### src/rtl/ux607_uart_pkg.sv
`default_nettype none
// ============================================================================
// ux607_uart_pkg : shared widths, frame constants and frame-building helpers
//                  for the UX607 UART transmitter and receiver.
// Revision: 1.0
// ============================================================================
package ux607_uart_pkg;

  localparam int DATA_W        = 8;
  localparam int DIV_W         = 16;
  // start + data + parity + two stop bits
  localparam int MAX_FRAME_LEN = 1 + DATA_W + 1 + 2;
  localparam int SHIFT_W       = MAX_FRAME_LEN - 1;
  localparam int CNT_W         = $clog2(MAX_FRAME_LEN + 1);
  localparam logic IDLE_LEVEL  = 1'b1;

  // Everything after the start bit; the start bit goes straight to the line register.
  function automatic logic [SHIFT_W-1:0] build_payload(input logic [DATA_W-1:0] data,
                                                       input logic parity_en,
                                                       input logic parity_bit);
    logic [SHIFT_W-1:0] p;
    p = {SHIFT_W{IDLE_LEVEL}};
    p[DATA_W-1:0] = data;
    if (parity_en) p[DATA_W] = parity_bit;
    return p;
  endfunction

  function automatic logic [CNT_W-1:0] frame_len(input logic parity_en, input logic nstop);
    return CNT_W'(DATA_W + 2) + CNT_W'(parity_en) + CNT_W'(nstop);
  endfunction

endpackage
`default_nettype wire

### src/rtl/ux607_uart_baudgen.sv
`default_nettype none
// ============================================================================
// ux607_uart_baudgen : bit-period prescaler; pulses once every divisor+1 enabled
//                      cycles, reloading from the divisor input on load or pulse.
// Revision: 1.0
// ============================================================================
module ux607_uart_baudgen
  import ux607_uart_pkg::*;
(
  input  logic             clock,
  input  logic             reset_n,
  input  logic             load,
  input  logic             enable,
  input  logic [DIV_W-1:0] divisor,
  output logic             pulse
);

  logic [DIV_W-1:0] count;

  assign pulse = enable && (count == '0);

  always_ff @(posedge clock or negedge reset_n) begin
    if (!reset_n) begin
      count <= '0;
    end else if (load || pulse) begin
      count <= divisor;
    end else if (enable) begin
      count <= count - DIV_W'(1);
    end
  end

endmodule
`default_nettype wire

### src/rtl/ux607_uarttx.sv
`default_nettype none
// ============================================================================
// ux607_uarttx : 8-bit UART transmitter, LSB first, 1 or 2 stop bits.
//                Define UX607_UARTTX_PARITY_EN to add the optional parity bit.
// Revision: 1.0
// ============================================================================
module ux607_uarttx
  import ux607_uart_pkg::*;
(
  input  logic              clock,
  input  logic              reset_n,
  input  logic              io_en,
  input  logic              io_in_valid,
  output logic              io_in_ready,
  input  logic [DATA_W-1:0] io_in_bits,
  output logic              io_out,
  input  logic [DIV_W-1:0]  io_div,
  input  logic              io_nstop
`ifdef UX607_UARTTX_PARITY_EN
  ,
  input  logic              io_parity_en,
  input  logic              io_parity_odd
`endif
);

  logic [SHIFT_W-1:0] shifter;
  logic [CNT_W-1:0]   count;
  logic [DIV_W-1:0]   div_q;
  logic               out_q;
  logic               busy;
  logic               accept;
  logic               pulse;
  logic               entering_last;
  logic [DIV_W-1:0]   last_div;
  logic [DIV_W-1:0]   reload;
  logic               par_en;
  logic               par_bit;

`ifdef UX607_UARTTX_PARITY_EN
  assign par_en  = io_parity_en;
  assign par_bit = (^io_in_bits) ^ io_parity_odd;
`else
  assign par_en  = 1'b0;
  assign par_bit = 1'b0;
`endif

  assign busy        = (count != '0);
  assign io_in_ready = io_en && !busy;
  assign accept      = io_in_valid && io_in_ready;
  assign io_out      = out_q;

  // The last stop bit is counted one cycle short so that its final cycle is the
  // ready cycle: a new accept then follows the stop bit with no idle gap.
  assign entering_last = pulse && (count == CNT_W'(2));
  assign last_div      = (div_q == '0) ? '0 : div_q - DIV_W'(1);
  assign reload        = accept ? io_div : ((count == CNT_W'(2)) ? last_div : div_q);

  ux607_uart_baudgen u_baudgen (
    .clock   (clock),
    .reset_n (reset_n),
    .load    (accept),
    .enable  (busy),
    .divisor (reload),
    .pulse   (pulse)
  );

  always_ff @(posedge clock or negedge reset_n) begin
    if (!reset_n) begin
      shifter <= {SHIFT_W{IDLE_LEVEL}};
      count   <= '0;
      div_q   <= '0;
      out_q   <= IDLE_LEVEL;
    end else if (accept) begin
      shifter <= build_payload(io_in_bits, par_en, par_bit);
      count   <= frame_len(par_en, io_nstop);
      div_q   <= io_div;
      out_q   <= ~IDLE_LEVEL;
    end else if (pulse) begin
      shifter <= {IDLE_LEVEL, shifter[SHIFT_W-1:1]};
      out_q   <= shifter[0];
      // With one-cycle bits the shortened last stop bit has no countable cycle left.
      count   <= (entering_last && (div_q == '0)) ? '0 : count - CNT_W'(1);
    end
  end

endmodule
`default_nettype wire

### config.mk
export PLATFORM = sky130hd
export DESIGN_NAME = ux607_uarttx
export DESIGN_NICKNAME = d
export VERILOG_FILES = /design/src/rtl/ux607_uart_pkg.sv /design/src/rtl/ux607_uart_baudgen.sv /design/src/rtl/ux607_uarttx.sv
export SDC_FILE = /design/constraint.sdc
export NUM_CORES = 1
export LEC_CHECK = 0
export ABC_CLOCK_PERIOD_IN_PS = 2200
export CAP_MARGIN = 20
export CORE_ASPECT_RATIO = 1.1
export CORE_MARGIN = 2
export CORE_UTILIZATION = 35
export DETAILED_ROUTE_END_ITERATION = 8
export GPL_TIMING_DRIVEN = 0
export PLACE_DENSITY_LB_ADDON = 0.05
export SLEW_MARGIN = 0
export SYNTH_ARGS = -nofsm -noshare
export SYNTH_HDL_FRONTEND = slang
export SYNTH_SLANG_ARGS = --single-unit
### constraint.sdc
create_clock -name clock -period 2.2 [get_ports clock]
set_input_delay 0.22 -clock clock [delete_from_list [all_inputs] [get_ports clock]]
set_output_delay 0.22 -clock clock [all_outputs]
set_load 0.01 [all_outputs]
# --- Yosys cells after proc, flatten, opt, wreduce, memory -nomap -nowiden ---
# Cells that the tools add are included.
totals:
  ff_bits: 48
  output_inout_bits: 2
  input_bits: 29
classes:
  reduce_logical: 12
  mux: 12
  n_eq_ne: 1
  n_addsub: 4
ops:
  columns: ["op", "n"]
  rows:
  - ["$mux W16", 5]
  - ["$logic_not A16 Y1", 2]
  - ["$sub A16 B1 Y16 const B", 2]
  - ["$mux W11", 2]
  - ["$mux W4", 3]
  - ["$logic_and A1 B1 Y1", 5]
  - ["$add A4 B1 Y4 const A", 1]
  - ["$eq A4 B2 Y1 const B", 1]
  - ["$reduce_bool A2 Y1", 2]
  - ["$reduce_bool A4 Y1", 1]
  - ["$sub A4 B1 Y4 const B", 1]
  - ["$mux W1", 2]
  - ["$logic_not A1 Y1", 1]
  - ["$logic_or A1 B1 Y1", 1]

# --- Depth between registers and ports, before layout ---
logic_depth:
  depth_word: 7
  ltp_mapped: 9
  depth_no_buf: 7

# --- By module ---
# From an unflattened synthesis, not the netlist that was laid out.
unflattened:
  cells_unflattened: 298
  hier_area_um2: 2895.3
modules_own_cells:
  columns: ["mod", "area_each_um2", "instances", "cells_each"]
  rows:
  - ["ux607_uarttx", 1889.3, 1, 215]
  - ["ux607_uart_baudgen", 1006.0, 1, 83]

# --- Worst setup path after synthesis ---
# No wires, ideal clock.
synth_timing:
  path_type: "register to register"
  start: "reg div_q[0]"
  end: "reg count[3]"
  t_arrival_ns: 1.969
  path_stages_with_launch: 9
  synth_period_minus_slack_ns: 2.088
  n_path_buf: 1
  slack_ns: 0.112
  required_ns: 2.082
  cell_sequence: "dfrtp_1 inv_1 ha_1 nor3b_1 nand2_1 o311ai_4 buf_4 o21ai_1 a21o_1"
synth_via:
  elab_chain_cells: 5
synth_rtl:
  columns: ["item", "line_no", "source"]
  rows:
  - ["from (decl)", "ux607_uarttx.sv:28", "logic [DIV_W-1:0] div_q;"]
  - ["from (signal assigned)", "ux607_uarttx.sv:76", "div_q <= io_div;"]
  - ["$logic_not A16 Y1", "ux607_uarttx.sv:82", "count <= (entering_last && (div_q == '0)) ? '0 : count - CNT_W'(1);"]
  - ["$logic_and A1 B1 Y1", "ux607_uarttx.sv:82", null]
  - ["$mux W4", "ux607_uarttx.sv:82", null]
  - ["$mux W4", "ux607_uarttx.sv:78", "end else if (pulse) begin"]
  - ["$mux W4", "ux607_uarttx.sv:73", "end else if (accept) begin"]
  - ["to (signal assigned)", "ux607_uarttx.sv:75", "count <= frame_len(par_en, io_nstop);"]
  - ["to (signal assigned)", "ux607_uarttx.sv:82", null]
  - ["to (decl)", "ux607_uarttx.sv:27", "logic [CNT_W-1:0] count;"]
# No other way between the ends. The select of a mux whose other input is x is not followed.
# A chain may end at the register's enable or synchronous reset.

# --- Worst setup path in the final report ---
layout_timing:
  start: "reg u_baudgen.count[1]"
  end: "reg count[0]"
layout_via:
  elab_chain_cells: 7
  word_cells_on_any_way: 8
layout_rtl:
  columns: ["item", "line_no", "source"]
  rows:
  - ["from (decl)", "ux607_uart_baudgen.sv:18", "logic [DIV_W-1:0] count;"]
  - ["from (signal assigned)", "ux607_uart_baudgen.sv:26", "count <= divisor;"]
  - ["from (signal assigned)", "ux607_uart_baudgen.sv:28", "count <= count - DIV_W'(1);"]
  - ["$logic_not A16 Y1 (*)", "ux607_uart_baudgen.sv:20", "assign pulse = enable && (count == '0);"]
  - ["$logic_and A1 B1 Y1 (*)", "ux607_uart_baudgen.sv:20", null]
  - ["$logic_and A1 B1 Y1", "ux607_uarttx.sv:54", "assign entering_last = pulse && (count == CNT_W'(2));"]
  - ["$logic_and A1 B1 Y1", "ux607_uarttx.sv:82", null]
  - ["$mux W4", "ux607_uarttx.sv:82", null]
  - ["$mux W4", "ux607_uarttx.sv:78", null]
  - ["$mux W4", "ux607_uarttx.sv:73", null]
# Every way passes the cells marked *; elsewhere a longest branch is shown, timed or not. The select of a mux whose other input is x is not followed.

==> metrics <==
outcome finished, final reports clean; Clock Power Share between 30% and 40%; Total GRT Usage 21.3%; total power between 0.001 and 0.0015 W; first-pass GRT wire length about 14,000 µm; R2R cell count 8; Synth top area share 32.4%; # clock sinks 45; die area roughly 0.0087 mm²; CTS H-tree lvls 2; Post-Syn Area 0.00278 mm²; register area share after synthesis between 40% and 50%; CP Class reg -> reg; commonest cells after routing, fill and taps aside nand2_1, dfrtp_1, nor2_1, clkdlybuf4s50_1, buf_4; MaxCap Viol Count 0; wire per inst 17.9 µm; EDFF count, synth 0; WHS about 0.31 ns; die height 97.4 µm; min cycle time layout 2.19 ns; row count 34; synth top area cells dfrtp_1, nand2_1, dfstp_2, nor2_1, xnor2_1; sequential power share 58.2%; flop and latch count out of synthesis 45; Gate Count Post-Synth between 300 and 400; Crit path largest cell delay 0.40 ns; RSZ-0062 raised after global routing true; Residual DRC 0; core box area between 0.007 and 0.008 mm²; CP top delay family simple AND/OR/NAND/NOR gates; final setup fails 0; Reg-to-Reg Start u_baudgen.count[1]; HPWL Detailed 6020 µm; Slowest cell on crit path dfrtp_1; Initial Utilization between 30 and 40%; area occupied by multi-input gates roughly 0.0017 mm²; post-route ant nets 0; diodes inserted 0; Final Max Tran Viols 0; final-report hold violation count 0; P_int around 0.0011 W; vias post-DR around 2.7k; WP data required 2.43 ns; R2R setup slack approximately 0.011 ns; Via-to-Cell Ratio about 5.5; Num CTS Buffers 5; initial antenna violation count 0; fraction of layout cells with a size suffix above 1 22.8%; area leader, netlist dfrtp_1; Synth warnings 0; Yosys cell types 53; Layout fillers between 700 and 800; number of global-route vias before repair between 2k and 3k; Crit Path Max Fanout 4; storage element area roughly 0.0011 mm²; commonest non-fill, non-tap cell in the layout nand2_1; leakage approximately 1.5 nW; switching power 0.000320 W; Syn Nets approximately 360; I/O Pins 31; GR Overflow Total 0; Layout Nets approximately 420; PwrDens 385 mW/mm²; Main synth FF type dfrtp_1; Hold WC Path Type in -> async; Comb power frac around 5%; Clk Latency, worst-skew pair a little over 0.3 ns; FMAX between 400 and 500 MHz; largest net degree at the start of global routing 36; Worst Setup Start Kind flop; Final Skew 0.0108 ns; CP bufs+invs 2; initial drt markers between 150 and 200; reg-to-reg endpoint count[0]; Pre-antenna DRT Iters 4; PortBufs 30; ratio of final minimum period to clock period between 90% and 100%; Sw Share 22.5%; max_slew headroom 59.6%; CTS tree done; drt total wl 8940 µm; worst slew pin tran 0.606 ns; area grow syn2layout 33.1%; average size of a mapped cell approximately 8.5 µm²; async set-reset flop share out of synthesis 100%; Arr. time, crit path ~2.4 ns; clock buffer depth 2; crit path cell chain inv_2 -> ha_4 -> or3b_4 -> nor3_4 -> o311ai_4 -> buf_6 -> mux2_2 -> o21ai_1; Die W around 90 µm; Setup crit end kind flop; CTS clk-pin slew, worst paths roughly 0.09 ns; CTS root buf clkbuf_8; Max VDD drop roughly 230 µV; gpl congestion 0.934
[how the worst max path moves through the flow]
stage / startpoint / end / slack (ns) / cells after the start
after global routing: u_baudgen.count[0] / count[1] / -0.05 / 8
final: u_baudgen.count[1] / count[0] / 0.01 / 8
after detailed placement: div_q[1] / count[3] / -0.80 / 8
after CTS: count[0] / u_baudgen.count[4] / -0.004 / 8
after global placement: div_q[1] / count[3] / -0.83 / 8
after floorplan: div_q[0] / count[3] / 0.11 / 8
[routing by layer]
layer / part of all wire (%) / GRT usage [%]
met5: 0 / 0
met1: 44 / 29.1
met3: 5.5 / 4.50
met2: 48 / 33.5
met4: 2.4 / 6.29
[cell usage after synthesis (2+ instances only)]
cell	n
a21oi_1	13
o211ai_1	4
dfrtp_1	36
or4_1	4
a211oi_1	4
or3b_1	3
a221oi_1	2
o31ai_1	3
o21ai_1	8
nand4_1	3
buf_2	5
clkbuf_1	9
o2111ai_1	4
a31oi_1	10
nand2_1	75
inv_1	7
and2_1	3
nor3b_1	4
xnor2_1	8
nand4b_1	3
or3_1	4
a21o_1	5
nor2_1	29
o22a_1	5
nor3_1	8
and3_1	3
nor4_2	2
nor4_1	5
dfstp_2	9
o21ai_0	12
ha_1	4
nand3_1	9
xor2_1	5
[power by group through the flow]
stage	Clock, W	Combinational, W	Sequential [W]
after floorplan	0	0.000000491	0.000843
after global placement	0	0.0000698	0.000843
after detailed placement	0	0.0000733	0.000843
after CTS	0.000532	0.0000748	0.000827
after global routing	0.000564	0.0000799	0.000827
final	0.000522	0.0000726	0.000827
[cell families after synthesis]
group	count (synthesis)	synth area share, %
simple gates	162	29.2
fa+ha+maj	4	1.80
flops	45	41.0
xor+xnor	13	4.10
buf+inv	22	3.33
compound gates	80	19.8
mux	2	0.766
[state kept, by name, summed over array words and instances, names as in the netlist]
register         flops
io_out               1
div_q               16
shifter              8
u_baudgen.count     16
count                4
[per-stage QoR]
stage          setup slack (ns)  area (µm²)  setup TNS, ns  cells  util, %
4_1_cts                -0.00380        3550       -0.00380    491     45.6
5_1_grt                 -0.0474        3700         -0.136    499     47.5
3_5_place_dp             -0.800        3230         -18.80    467     41.4
3_3_place_gp             -0.826        3210         -39.36    466     41.3
6_report                 0.0111        3700              0    499     47.5
2_1_floorplan             0.112        2780              0    328        -
[worst register-to-register path, stage by stage, from the launching register on]
cell and delay [ns]:
dfrtp_1 0.40, inv_2 0.09, ha_4 0.14, or3b_4 0.39, nor3_4 0.33, o311ai_4 0.22
buf_6 0.17, mux2_2 0.26, o21ai_1 0.11
[cell type report]
class	instances	share of cell area, %
Inverter	7	0.711
Tap cell	108	3.66
Clock buffer	8	2.17
Buffer	13	2.17
Timing Repair Buffer	57	14.1
Sequential cell	45	30.8
Multi-Input combinational cell	261	46.4
[timing repair]
item                                   in CTS  in global routing
gates resized for setup                    26                 26
cloned                                      0                  1
endpoints found under the hold margin       7                  0
hold buffers                                1                  0
setup buffers                              16                  8
pin swaps                                   4                  6
setup endpoints to repair                  41                 35
(Power assumes the default switching activity.)
